File: src/rtl/hex_loader.sv
// Intel HEX stream decoder: parses ASCII records one character per in_valid
// and turns type-00 data bytes into byte writes at base + offset + index.
module hex_loader #(
  parameter int unsigned ADDR_WIDTH = 15,
  parameter bit          CHECK_SUM  = 1'b1
) (
  input  logic                  clk_74a,
  input  logic                  reset_n,
  input  logic                  in_valid,
  input  logic [7:0]            in_data,
  output logic                  write_en,
  output logic [ADDR_WIDTH-1:0] write_addr,
  output logic [7:0]            write_data,
  output logic [31:0]           byte_count,
  output logic                  done,
  output logic                  checksum_err,
  output logic                  format_err
);

  localparam logic [2:0] StIdle = 3'd0;
  localparam logic [2:0] StLen  = 3'd1;
  localparam logic [2:0] StOffs = 3'd2;
  localparam logic [2:0] StType = 3'd3;
  localparam logic [2:0] StData = 3'd4;
  localparam logic [2:0] StCsum = 3'd5;
  localparam logic [2:0] StDone = 3'd6;

  localparam logic [7:0] Colon = 8'h3A;

  // Address bits that must be clear for a byte to land inside the window.
  localparam logic [31:0] HiMask =
      (ADDR_WIDTH >= 32) ? 32'h0 : ~((32'h1 << ADDR_WIDTH) - 32'h1);

  logic [2:0]  state_q, state_d;
  logic [1:0]  nib_cnt_q, nib_cnt_d;
  logic [11:0] acc_q, acc_d;
  logic [7:0]  len_q, len_d;
  logic [15:0] offs_q, offs_d;
  logic [7:0]  type_q, type_d;
  logic [7:0]  idx_q, idx_d;
  logic [7:0]  sum_q, sum_d;
  logic [15:0] ext_q, ext_d;
  logic [31:0] base_q, base_d;

  logic                  write_en_q;
  logic [ADDR_WIDTH-1:0] write_addr_q;
  logic [7:0]            write_data_q;
  logic [31:0]           byte_count_q;
  logic                  done_q;
  logic                  checksum_err_q;
  logic                  format_err_q;

  logic        hex_ok;
  logic [3:0]  nib;
  logic [7:0]  byte_val;
  logic [7:0]  csum_final;
  logic [31:0] byte_addr;
  logic        type_ok;
  logic        wr_fire;
  logic        set_done;
  logic        set_cs;
  logic        set_fmt;

  // ASCII hex digit decode; letters map through their low nibble plus 9.
  always_comb begin
    hex_ok = 1'b1;
    nib    = 4'h0;
    if (in_data >= 8'h30 && in_data <= 8'h39) begin
      nib = in_data[3:0];
    end else if ((in_data >= 8'h41 && in_data <= 8'h46) ||
                 (in_data >= 8'h61 && in_data <= 8'h66)) begin
      nib = in_data[3:0] + 4'd9;
    end else begin
      hex_ok = 1'b0;
    end
  end

  assign byte_val   = {acc_q[3:0], nib};
  assign csum_final = sum_q + byte_val;
  assign byte_addr  = base_q + {16'h0, offs_q} + {24'h0, idx_q};

  always_comb begin
    type_ok = 1'b0;
    unique case (byte_val)
      8'h00, 8'h01, 8'h03, 8'h05: type_ok = 1'b1;
      8'h02, 8'h04:               type_ok = (len_q == 8'd2);
      default:                    type_ok = 1'b0;
    endcase
  end

  always_comb begin
    state_d   = state_q;
    nib_cnt_d = nib_cnt_q;
    acc_d     = acc_q;
    len_d     = len_q;
    offs_d    = offs_q;
    type_d    = type_q;
    idx_d     = idx_q;
    sum_d     = sum_q;
    ext_d     = ext_q;
    base_d    = base_q;
    wr_fire   = 1'b0;
    set_done  = 1'b0;
    set_cs    = 1'b0;
    set_fmt   = 1'b0;

    if (in_valid && state_q != StDone) begin
      if (in_data == Colon) begin
        state_d   = StLen;
        nib_cnt_d = 2'd0;
        sum_d     = 8'h00;
      end else if (state_q == StIdle) begin
        state_d = StIdle;
      end else if (!hex_ok) begin
        set_fmt = 1'b1;
        state_d = StIdle;
      end else begin
        acc_d     = {acc_q[7:0], nib};
        nib_cnt_d = nib_cnt_q + 2'd1;
        if (nib_cnt_q[0]) begin
          sum_d = csum_final;
        end
        case (state_q)
          StLen: begin
            if (nib_cnt_q == 2'd1) begin
              len_d     = byte_val;
              nib_cnt_d = 2'd0;
              state_d   = StOffs;
            end
          end
          StOffs: begin
            if (nib_cnt_q == 2'd3) begin
              offs_d    = {acc_q[11:0], nib};
              nib_cnt_d = 2'd0;
              state_d   = StType;
            end
          end
          StType: begin
            if (nib_cnt_q == 2'd1) begin
              type_d    = byte_val;
              idx_d     = 8'd0;
              ext_d     = 16'h0;
              nib_cnt_d = 2'd0;
              if (!type_ok) begin
                set_fmt = 1'b1;
                state_d = StIdle;
              end else if (len_q == 8'd0) begin
                state_d = StCsum;
              end else begin
                state_d = StData;
              end
            end
          end
          StData: begin
            if (nib_cnt_q[0]) begin
              nib_cnt_d = 2'd0;
              ext_d     = {ext_q[7:0], byte_val};
              if (type_q == 8'h00 && (byte_addr & HiMask) == 32'h0) begin
                wr_fire = 1'b1;
              end
              idx_d = idx_q + 8'd1;
              if (idx_q == len_q - 8'd1) begin
                state_d = StCsum;
              end
            end
          end
          StCsum: begin
            if (nib_cnt_q[0]) begin
              nib_cnt_d = 2'd0;
              state_d   = StIdle;
              if (CHECK_SUM && csum_final != 8'h00) begin
                set_cs = 1'b1;
              end
              if (type_q == 8'h01 && (csum_final == 8'h00 || !CHECK_SUM)) begin
                set_done = 1'b1;
                state_d  = StDone;
              end
              // Base only takes effect for records that follow this one.
              if (type_q == 8'h02) begin
                base_d = {12'h0, ext_q, 4'h0};
              end else if (type_q == 8'h04) begin
                base_d = {ext_q, 16'h0};
              end
            end
          end
          default: state_d = StIdle;
        endcase
      end
    end
  end

  always_ff @(posedge clk_74a or negedge reset_n) begin
    if (!reset_n) begin
      state_q        <= StIdle;
      nib_cnt_q      <= 2'd0;
      acc_q          <= 12'h0;
      len_q          <= 8'h0;
      offs_q         <= 16'h0;
      type_q         <= 8'h0;
      idx_q          <= 8'h0;
      sum_q          <= 8'h0;
      ext_q          <= 16'h0;
      base_q         <= 32'h0;
      write_en_q     <= 1'b0;
      write_addr_q   <= '0;
      write_data_q   <= 8'h0;
      byte_count_q   <= 32'h0;
      done_q         <= 1'b0;
      checksum_err_q <= 1'b0;
      format_err_q   <= 1'b0;
    end else begin
      state_q        <= state_d;
      nib_cnt_q      <= nib_cnt_d;
      acc_q          <= acc_d;
      len_q          <= len_d;
      offs_q         <= offs_d;
      type_q         <= type_d;
      idx_q          <= idx_d;
      sum_q          <= sum_d;
      ext_q          <= ext_d;
      base_q         <= base_d;
      write_en_q     <= wr_fire;
      done_q         <= done_q | set_done;
      checksum_err_q <= checksum_err_q | set_cs;
      format_err_q   <= format_err_q | set_fmt;
      if (wr_fire) begin
        write_addr_q <= byte_addr[ADDR_WIDTH-1:0];
        write_data_q <= byte_val;
        byte_count_q <= byte_count_q + 32'd1;
      end
    end
  end

  assign write_en     = write_en_q;
  assign write_addr   = write_addr_q;
  assign write_data   = write_data_q;
  assign byte_count   = byte_count_q;
  assign done         = done_q;
  assign checksum_err = checksum_err_q;
  assign format_err   = format_err_q;

endmodule
File: config.mk
export PLATFORM = sky130hd
export DESIGN_NAME = hex_loader
export DESIGN_NICKNAME = d
export VERILOG_FILES = /design/src/rtl/hex_loader.sv
export SDC_FILE = /design/constraint.sdc
export NUM_CORES = 1
export LEC_CHECK = 0
export CAP_MARGIN = 20
export CORE_ASPECT_RATIO = 0.75
export CORE_MARGIN = 5
export CORE_UTILIZATION = 25
export DETAILED_ROUTE_END_ITERATION = 8
export HOLD_SLACK_MARGIN = 0.1
export PLACE_DENSITY = 0.53
export SETUP_SLACK_MARGIN = 0.4
export SLEW_MARGIN = 20
export SYNTH_ARGS = -nofsm -noshare
export SYNTH_HDL_FRONTEND = slang
export SYNTH_SLANG_ARGS = --single-unit
export TNS_END_PERCENT = 20
File: constraint.sdc
create_clock -name clk_74a -period 7.7 [get_ports clk_74a]
set_input_delay 2.31 -clock clk_74a [delete_from_list [all_inputs] [get_ports clk_74a]]
set_output_delay 2.31 -clock clk_74a [all_outputs]
set_load 0.05 [all_outputs]
## Word-level counts from Yosys, hierarchy flattened

Cells that the tools add are included.

| word-level totals | value |
|---|---|
| logic and storage cells | 160 |
| output and inout port bits | 59 |
| latch bits | 0 |
| ROM bits | 0 |
| bits in writable memories | 0 |
| memories | 0 |
| bits in registers | 172 |

| operators by class | value |
|---|---|
| reductions and logical operators | 31 |
| divide/modulo/power cells | 0 |
| bitwise gates (word level) | 5 |
| shift operators | 0 |
| mux-type cells | 65 |
| multipliers | 0 |
| magnitude comparators | 6 |
| equality and inequality tests | 28 |
| add/sub/neg operators | 8 |

Operator list:

| cell | count |
|---|---|
| 32-bit two-way mux | 2 |
| 8-bit two-way mux | 6 |
| 3-bit two-way mux | 11 |
| 32-bit by 1-bit adder with 32-bit output (second input constant) | 1 |
| 32-bit by 16-bit adder with 32-bit output | 1 |
| 32-bit by 8-bit adder with 32-bit output | 1 |
| 8-bit by 2-bit equality test with 1-bit output (second input constant) | 4 |
| 32-bit zero test | 1 |
| 8-bit zero test | 4 |
| 16-bit two-way mux | 2 |
| 16-bit case mux with 2 select lines | 1 |
| 1-bit two-way mux | 31 |
| 5-bit inequality test (second input constant) | 6 |
| 8-bit by 3-bit equality test with 1-bit output (second input constant) | 3 |
| 7-bit AND reduction | 3 |
| 6-bit AND reduction | 3 |
| 8-bit by 1-bit equality test with 1-bit output (second input constant) | 2 |
| 8-bit by 7-bit greater-or-equal comparator with 1-bit output (second input constant) | 2 |
| 8-bit by 7-bit less-or-equal comparator with 1-bit output (second input constant) | 2 |
| 8-bit case mux with 2 select lines | 1 |
| 3-bit case mux with 5 select lines | 1 |
| 2-bit two-way mux | 6 |
| 8-bit by 1-bit adder with 8-bit output (second input constant) | 1 |
| 8-bit adder | 1 |
| 28 further kinds | 47 |

## Logic depth before layout (Yosys ltp)

| logic depth | value |
|---|---|
| depth in word-level cells | 16 |
| depth in mapped cells | 19 |
| mapped depth without buffers | 18 |

## Least setup slack after synthesis

OpenSTA, ideal clock, no wires.

| timing path | value |
|---|---|
| path type | input port to flip-flop |
| start | input port in_data[0] |
| end | register state_q[1] |
| arrival | 5.752 ns |
| required time | 7.617 ns |
| slack | 1.866 ns |
| library setup time | 0.083 ns |
| stages | 18 |
| buffers on the path | 1 |
| cell sequence | inv_1 ha_1 or3b_2 nand3_2 and2_1 clkbuf_1 or2_2 inv_1 ha_1 a21oi_1 a31o_2 a31o_2 a31oi_1 xor2_1 a2111oi_0 and4_1 a21oi_1 o21ai_0 |

| on the way | value |
|---|---|
| longest elaborated chain between the ends | 14 |
| elaborated cells between the ends (all ways) | 32 |

RTL lines:

| item | RTL line | source |
|---|---|---|
| start: declaration | 10 | `input logic [7:0] in_data,` |
| 8-bit by 7-bit greater-or-equal comparator with 1-bit output (tied with other cells) | 70 | `end else if ((in_data >= 8'h41 && in_data <= 8'h46) \|\|` |
| 1-bit logical AND, on equally long branches | 70, 71 |  |
| 1-bit logical OR | 70 |  |
| 4-bit two-way mux | 70 |  |
| 4-bit two-way mux (*) | 68 | `if (in_data >= 8'h30 && in_data <= 8'h39) begin` |
| via nib[2] | 54 | `logic [3:0] nib;` |
| 8-bit adder (*) | 79 | `assign csum_final = sum_q + byte_val;` |
| 8-bit zero test (*) | 174 | `if (type_q == 8'h01 && (csum_final == 8'h00 \|\| !CHECK_SUM)) begin` |
| 1-bit logical AND (*) | 174 |  |
| 3-bit two-way mux (*) | 174 |  |
| 3-bit two-way mux (*) | 168 | `if (nib_cnt_q[0]) begin` |
| 3-bit case mux with 5 select lines (*) | 123 | `case (state_q)` |
| 3-bit two-way mux (*) | 114 | `end else if (!hex_ok) begin` |
| 3-bit two-way mux (*) | 112 | `end else if (state_q == StIdle) begin` |
| 3-bit two-way mux (*) | 108 | `if (in_data == Colon) begin` |
| end signal: assignment | 194 | `state_q <= StIdle;` |
| end signal: assignment | 212 | `state_q <= state_d;` |
| end: declaration | 34 | `logic [2:0] state_q, state_d;` |

Mark *: on every way through the listed nets, which the timed path passes. The rest lies on a longest branch. The select of a mux whose other input is x is not followed.
A chain may end at the register's enable or synchronous reset.

## Final worst setup path

| timing path | value |
|---|---|
| start | input port in_data[1] |
| end | register state_q[1] |

Same word-level chain as after synthesis.

==> summary.md <==
| Metric | Value |
|---|---|
| Worst setup slack for register-to-register paths | `around 2.9 ns` |
| Slew at the pin closest to its max-slew limit | `approximately 0.93 ns` |
| Most Crowded Layer GR | `met1` |
| Cell type group with the largest total delay on the critical path | `simple AND/OR/NAND/NOR gates` |
| Cell count after placement | `~1500` |
| Count of buffers added by post-CTS timing repair for setup | `0` |
| Data arrival, critical path | `6.91 ns` |
| Total via count in the routed design | `between 7000 and 8000` |
| Core area | `roughly 38000 sq um` |
| Met3 track utilization from global routing | `3.412%` |
| RD Place Congestion | `between 0.8 and 0.9` |
| Async set-reset flop share out of synthesis | `100.0%` |
| RSZ-0062 raised after global routing | `false` |
| Multi-input gate area | `5059 sq um` |
| Via count of the first global-routing pass | `between 7000 and 8000` |
| Register area | `about 4200 sq um` |
| Antenna Violating Nets Remaining | `0` |
| Clock Skews | `0.01449 ns` |
| Critical path buffers and inverters | `3` |
| Remaining DRCs | `0` |
| CTS clk-pin slew, worst paths | `roughly 0.070 ns` |
| Die extent in y | `approximately 180 um` |
| Ys flop type | `sky130_fd_sc_hd__dfrtp_1` |
| R2R cell count | `13` |
| Tightest Hold Check Type | `reg -> reg` |
| Synth Net Count | `approximately 1000` |
| First DRT Iteration DRCs | `516` |
| Power density over the cells | `roughly 180 nW/um^2` |
| M1 GR Usage | `about 19%` |
| Warning count from the yosys run | `0` |
| Number of non-filler instances in the completed layout | `1550` |
| Reported leakage power | `roughly 0.005 uW` |
| Startpoint-to-endpoint class of the critical path | `in -> reg` |
| Status | `finished, final reports clean` |
| Remaining max-slew budget at the tightest pin | `between 30% and 40%` |
| Num ports | `70` |
| Average routed wire per standard cell | `17.03 um` |
| Fraction of layout cells with a size suffix above 1 | `10.40%` |
| Layout fillers | `3979` |
| Post-detail-place hpwl | `around 20 mm` |
| Period Utilization, post-route | `between 80% and 90%` |
| Antenna diode count | `0` |
| Post-synthesis instance total | `a little under 1000` |
| Aggregate routed wire length | `roughly 26 mm` |
| Depth of the CTS H-tree | `4` |
| Library cell contributing the largest single delay on the critical path | `sky130_fd_sc_hd__a2111oi_0` |
| Area of the mapped netlist | `9560 sq um` |
| Launch instance of the worst min-delay path | `byte_count[31]` |
| Time the worst path needs with I/O delays and setup | `around 6.5 ns` |
| CP endpoint kind | `register` |
| Sum of negative setup slack | `0 ns` |
| Reg2Reg Launch Point | `idx_q[1]` |
| Met2 routing resource usage after global routing | `between 15 and 20%` |
| Sequential fraction of the synthesis area | `between 40% and 50%` |
| Number of setup violations in the final report | `0` |
| Worst Hold Path Cells | `1` |
| TritonCTS clock tree | `yes` |
| Aggregate global routing overflow | `0` |
| Post-CTS Resized | `0` |
| Clock sinks | `~170` |
| Die footprint | `around 42000 sq um` |
| Worst vdd rail ir drop | `145.4 uV` |
| Largest fanout on the critical path | `8` |
| # nets final | `approximately 1100` |
| Number of detailed-routing iterations run before antenna repair | `5` |
| Worst-skew pair later-pin latency | `about 0.45 ns` |
| Area growth from synthesis to layout | `18.91%` |
| Crit Reg-Reg Endpoint | `write_addr[9]` |
| CTS root buffer | `sky130_fd_sc_hd__clkbuf_16` |
| Ordered cell list for the critical path | `clkdlybuf4s50_1 -> inv_1 -> ha_1 -> or3b_2 -> nand3_2 -> and2_1 -> or2_2 -> inv_1 -> ha_1 -> nor2b_1 -> nor2_1 -> a31oi_1 -> a221oi_1 -> xnor2_1 -> a2111oi_0 -> and4_1 -> a21oi_1 -> o21ai_0` |
| Count of hold-fix buffers inserted at cts | `0` |
| Number of antenna violations at the first check in global routing | `1` |
| First-pass GRT wire length | `approximately 43 mm` |
| Highest clock rate | `approximately 0.15 GHz` |
| Clock Tree Buf Depth | `2` |
| Post-synthesis average cell area | `roughly 9.8 sq um` |
| Die X-Extent | `around 240 um` |
| Buffers on Ports | `just under 70` |
| Count of maximum capacitance violations | `0` |
| Number of enable-type register cells in the synthesized netlist | `0` |
| Largest net degree at the start of global routing | `between 70 and 80` |
| Setup ws final | `between 1 and 1.5 ns` |
| Required time worst endpoint | `8.06 ns` |
| Worst hold path endpoint | `byte_count[31]` |
| Final hold violation count | `0` |
| Largest stage delay, worst path | `~0.58 ns` |
| Final core utilization | `between 20% and 30%` |
| Std-Cell Rows | `62` |
| Final number of max-transition violations | `0` |
| Starting density of the core | `25.15%` |
| Placement-stage worst setup slack | `a little under 0.8 ns` |
| Overall track demand over capacity in global routing | `12.66%` |
| Num CTS Buffers | `17` |
| Via-per-instance ratio | `~4.9` |
| Kind of start point of the critical path | `input pin` |
| Post-synth cell types | `76` |
| Total of flip-flops plus latches after synthesis | `roughly 170` |
flip-flops by register name (all words and copies together), names as in the netlist:
signal and flops:
write_data 8, acc_q 12, base_q 28, offs_q 16
idx_q 8, write_en 1, checksum_err 1, sum_q 8
state_q 3, ext_q 16, byte_count 32, write_addr 15
done 1, len_q 8, format_err 1, nib_cnt_q 2
type_q 8
cells by family (layout without fill, tap and decap cells):
| logic type | Yosys count | in the layout | share of synthesized area [%] |
|---|---|---|---|
| simple gates | 327 | 327 | 17.46 |
| compound gates | 226 | 226 | 15.50 |
| flops | 168 | 168 | 43.97 |
| buf+inv | 77 | 143 | 3.167 |
| xor+xnor | 62 | 62 | 5.680 |
| mux | 59 | 59 | 6.845 |
| fa+ha+maj | 53 | 53 | 7.381 |
through the flow:
step | hold WS (ns) | power (uW) | instance area (sq um)
2_1_floorplan | 0.4421 | 1105 | 9560
3_3_place_gp | 0.4518 | 1196 | 10790
3_5_place_dp | 0.4627 | 1200 | 10790
4_1_cts | 0.4824 | 2072 | 11370
5_1_grt | 0.5045 | 2138 | 11370
6_report | 0.4772 | 2042 | 11370
synth_stat cells (8+ instances only):
cell | number | area [sq um]
sky130_fd_sc_hd__a21o_1 | 8 | 60.06
sky130_fd_sc_hd__a21oi_1 | 42 | 210.2
sky130_fd_sc_hd__a22o_1 | 29 | 254.0
sky130_fd_sc_hd__and3_1 | 17 | 106.4
sky130_fd_sc_hd__buf_2 | 11 | 55.05
sky130_fd_sc_hd__clkbuf_1 | 29 | 108.9
sky130_fd_sc_hd__dfrtp_1 | 168 | 4204
sky130_fd_sc_hd__ha_1 | 46 | 575.6
sky130_fd_sc_hd__inv_1 | 33 | 123.9
sky130_fd_sc_hd__mux2_2 | 50 | 563.0
sky130_fd_sc_hd__mux2i_1 | 8 | 80.08
sky130_fd_sc_hd__nand2_1 | 105 | 394.1
sky130_fd_sc_hd__nand3_1 | 26 | 130.1
sky130_fd_sc_hd__nand4_1 | 30 | 187.7
sky130_fd_sc_hd__nor2_1 | 57 | 214.0
sky130_fd_sc_hd__nor3_1 | 20 | 100.1
sky130_fd_sc_hd__nor4_1 | 16 | 100.1
sky130_fd_sc_hd__o21ai_0 | 74 | 370.4
sky130_fd_sc_hd__o31ai_1 | 9 | 67.56
sky130_fd_sc_hd__xnor2_1 | 37 | 324.1
sky130_fd_sc_hd__xor2_1 | 25 | 219.0
how the worst max path moves through the flow:
stage | depth (start not counted) | start | end
after CTS | 18 | in_data[1] | state_q[1]
after global routing | 18 | in_data[1] | state_q[1]
final | 18 | in_data[1] | state_q[1]
after global placement | 18 | in_data[1] | state_q[1]
after detailed placement | 18 | in_data[1] | state_q[1]
after floorplan | 18 | in_data[0] | state_q[1]
area by class of cell:
type | count | area share, %
timing repair buffer | 78 | 6.681
tap | 512 | 5.635
inverter | 33 | 1.090
multi-input combinational | 727 | 44.50
sequential | 168 | 36.98
clock buffer | 22 | 4.171
clock inverter | 10 | 0.9465
layout by cell type (no fill, tap or decap), drive strengths merged, types with 17 or more instances in the layout:
cell type and instances:
o21ai 78, nand4 31, clkbuf 22, and3 17, clkdlybuf4s50 68, nor2 57
ha 46, xor2 25, inv 38, mux2 51, a22o 29, nor3 21
nand3 27, nand2 105, dfrtp 168, a21oi 44, xnor2 37
layer usage:
layer  vias to the layer above  wire [um]
met5                         -          0
met4                         0        317
met3                        28       1497
met2                       220      10760
met1                      3742      13830
li1                       3641          -
power breakdown:
group          switching (uW)  internal [uW]  total (uW)  leakage (uW)
sequential               67.8            912         980       0.00232
clock                     381            478         859      0.000276
combinational             115           87.6         202       0.00242
total                     564           1480        2040       0.00501
No activity file was read; power rests on OpenSTA's default activity.
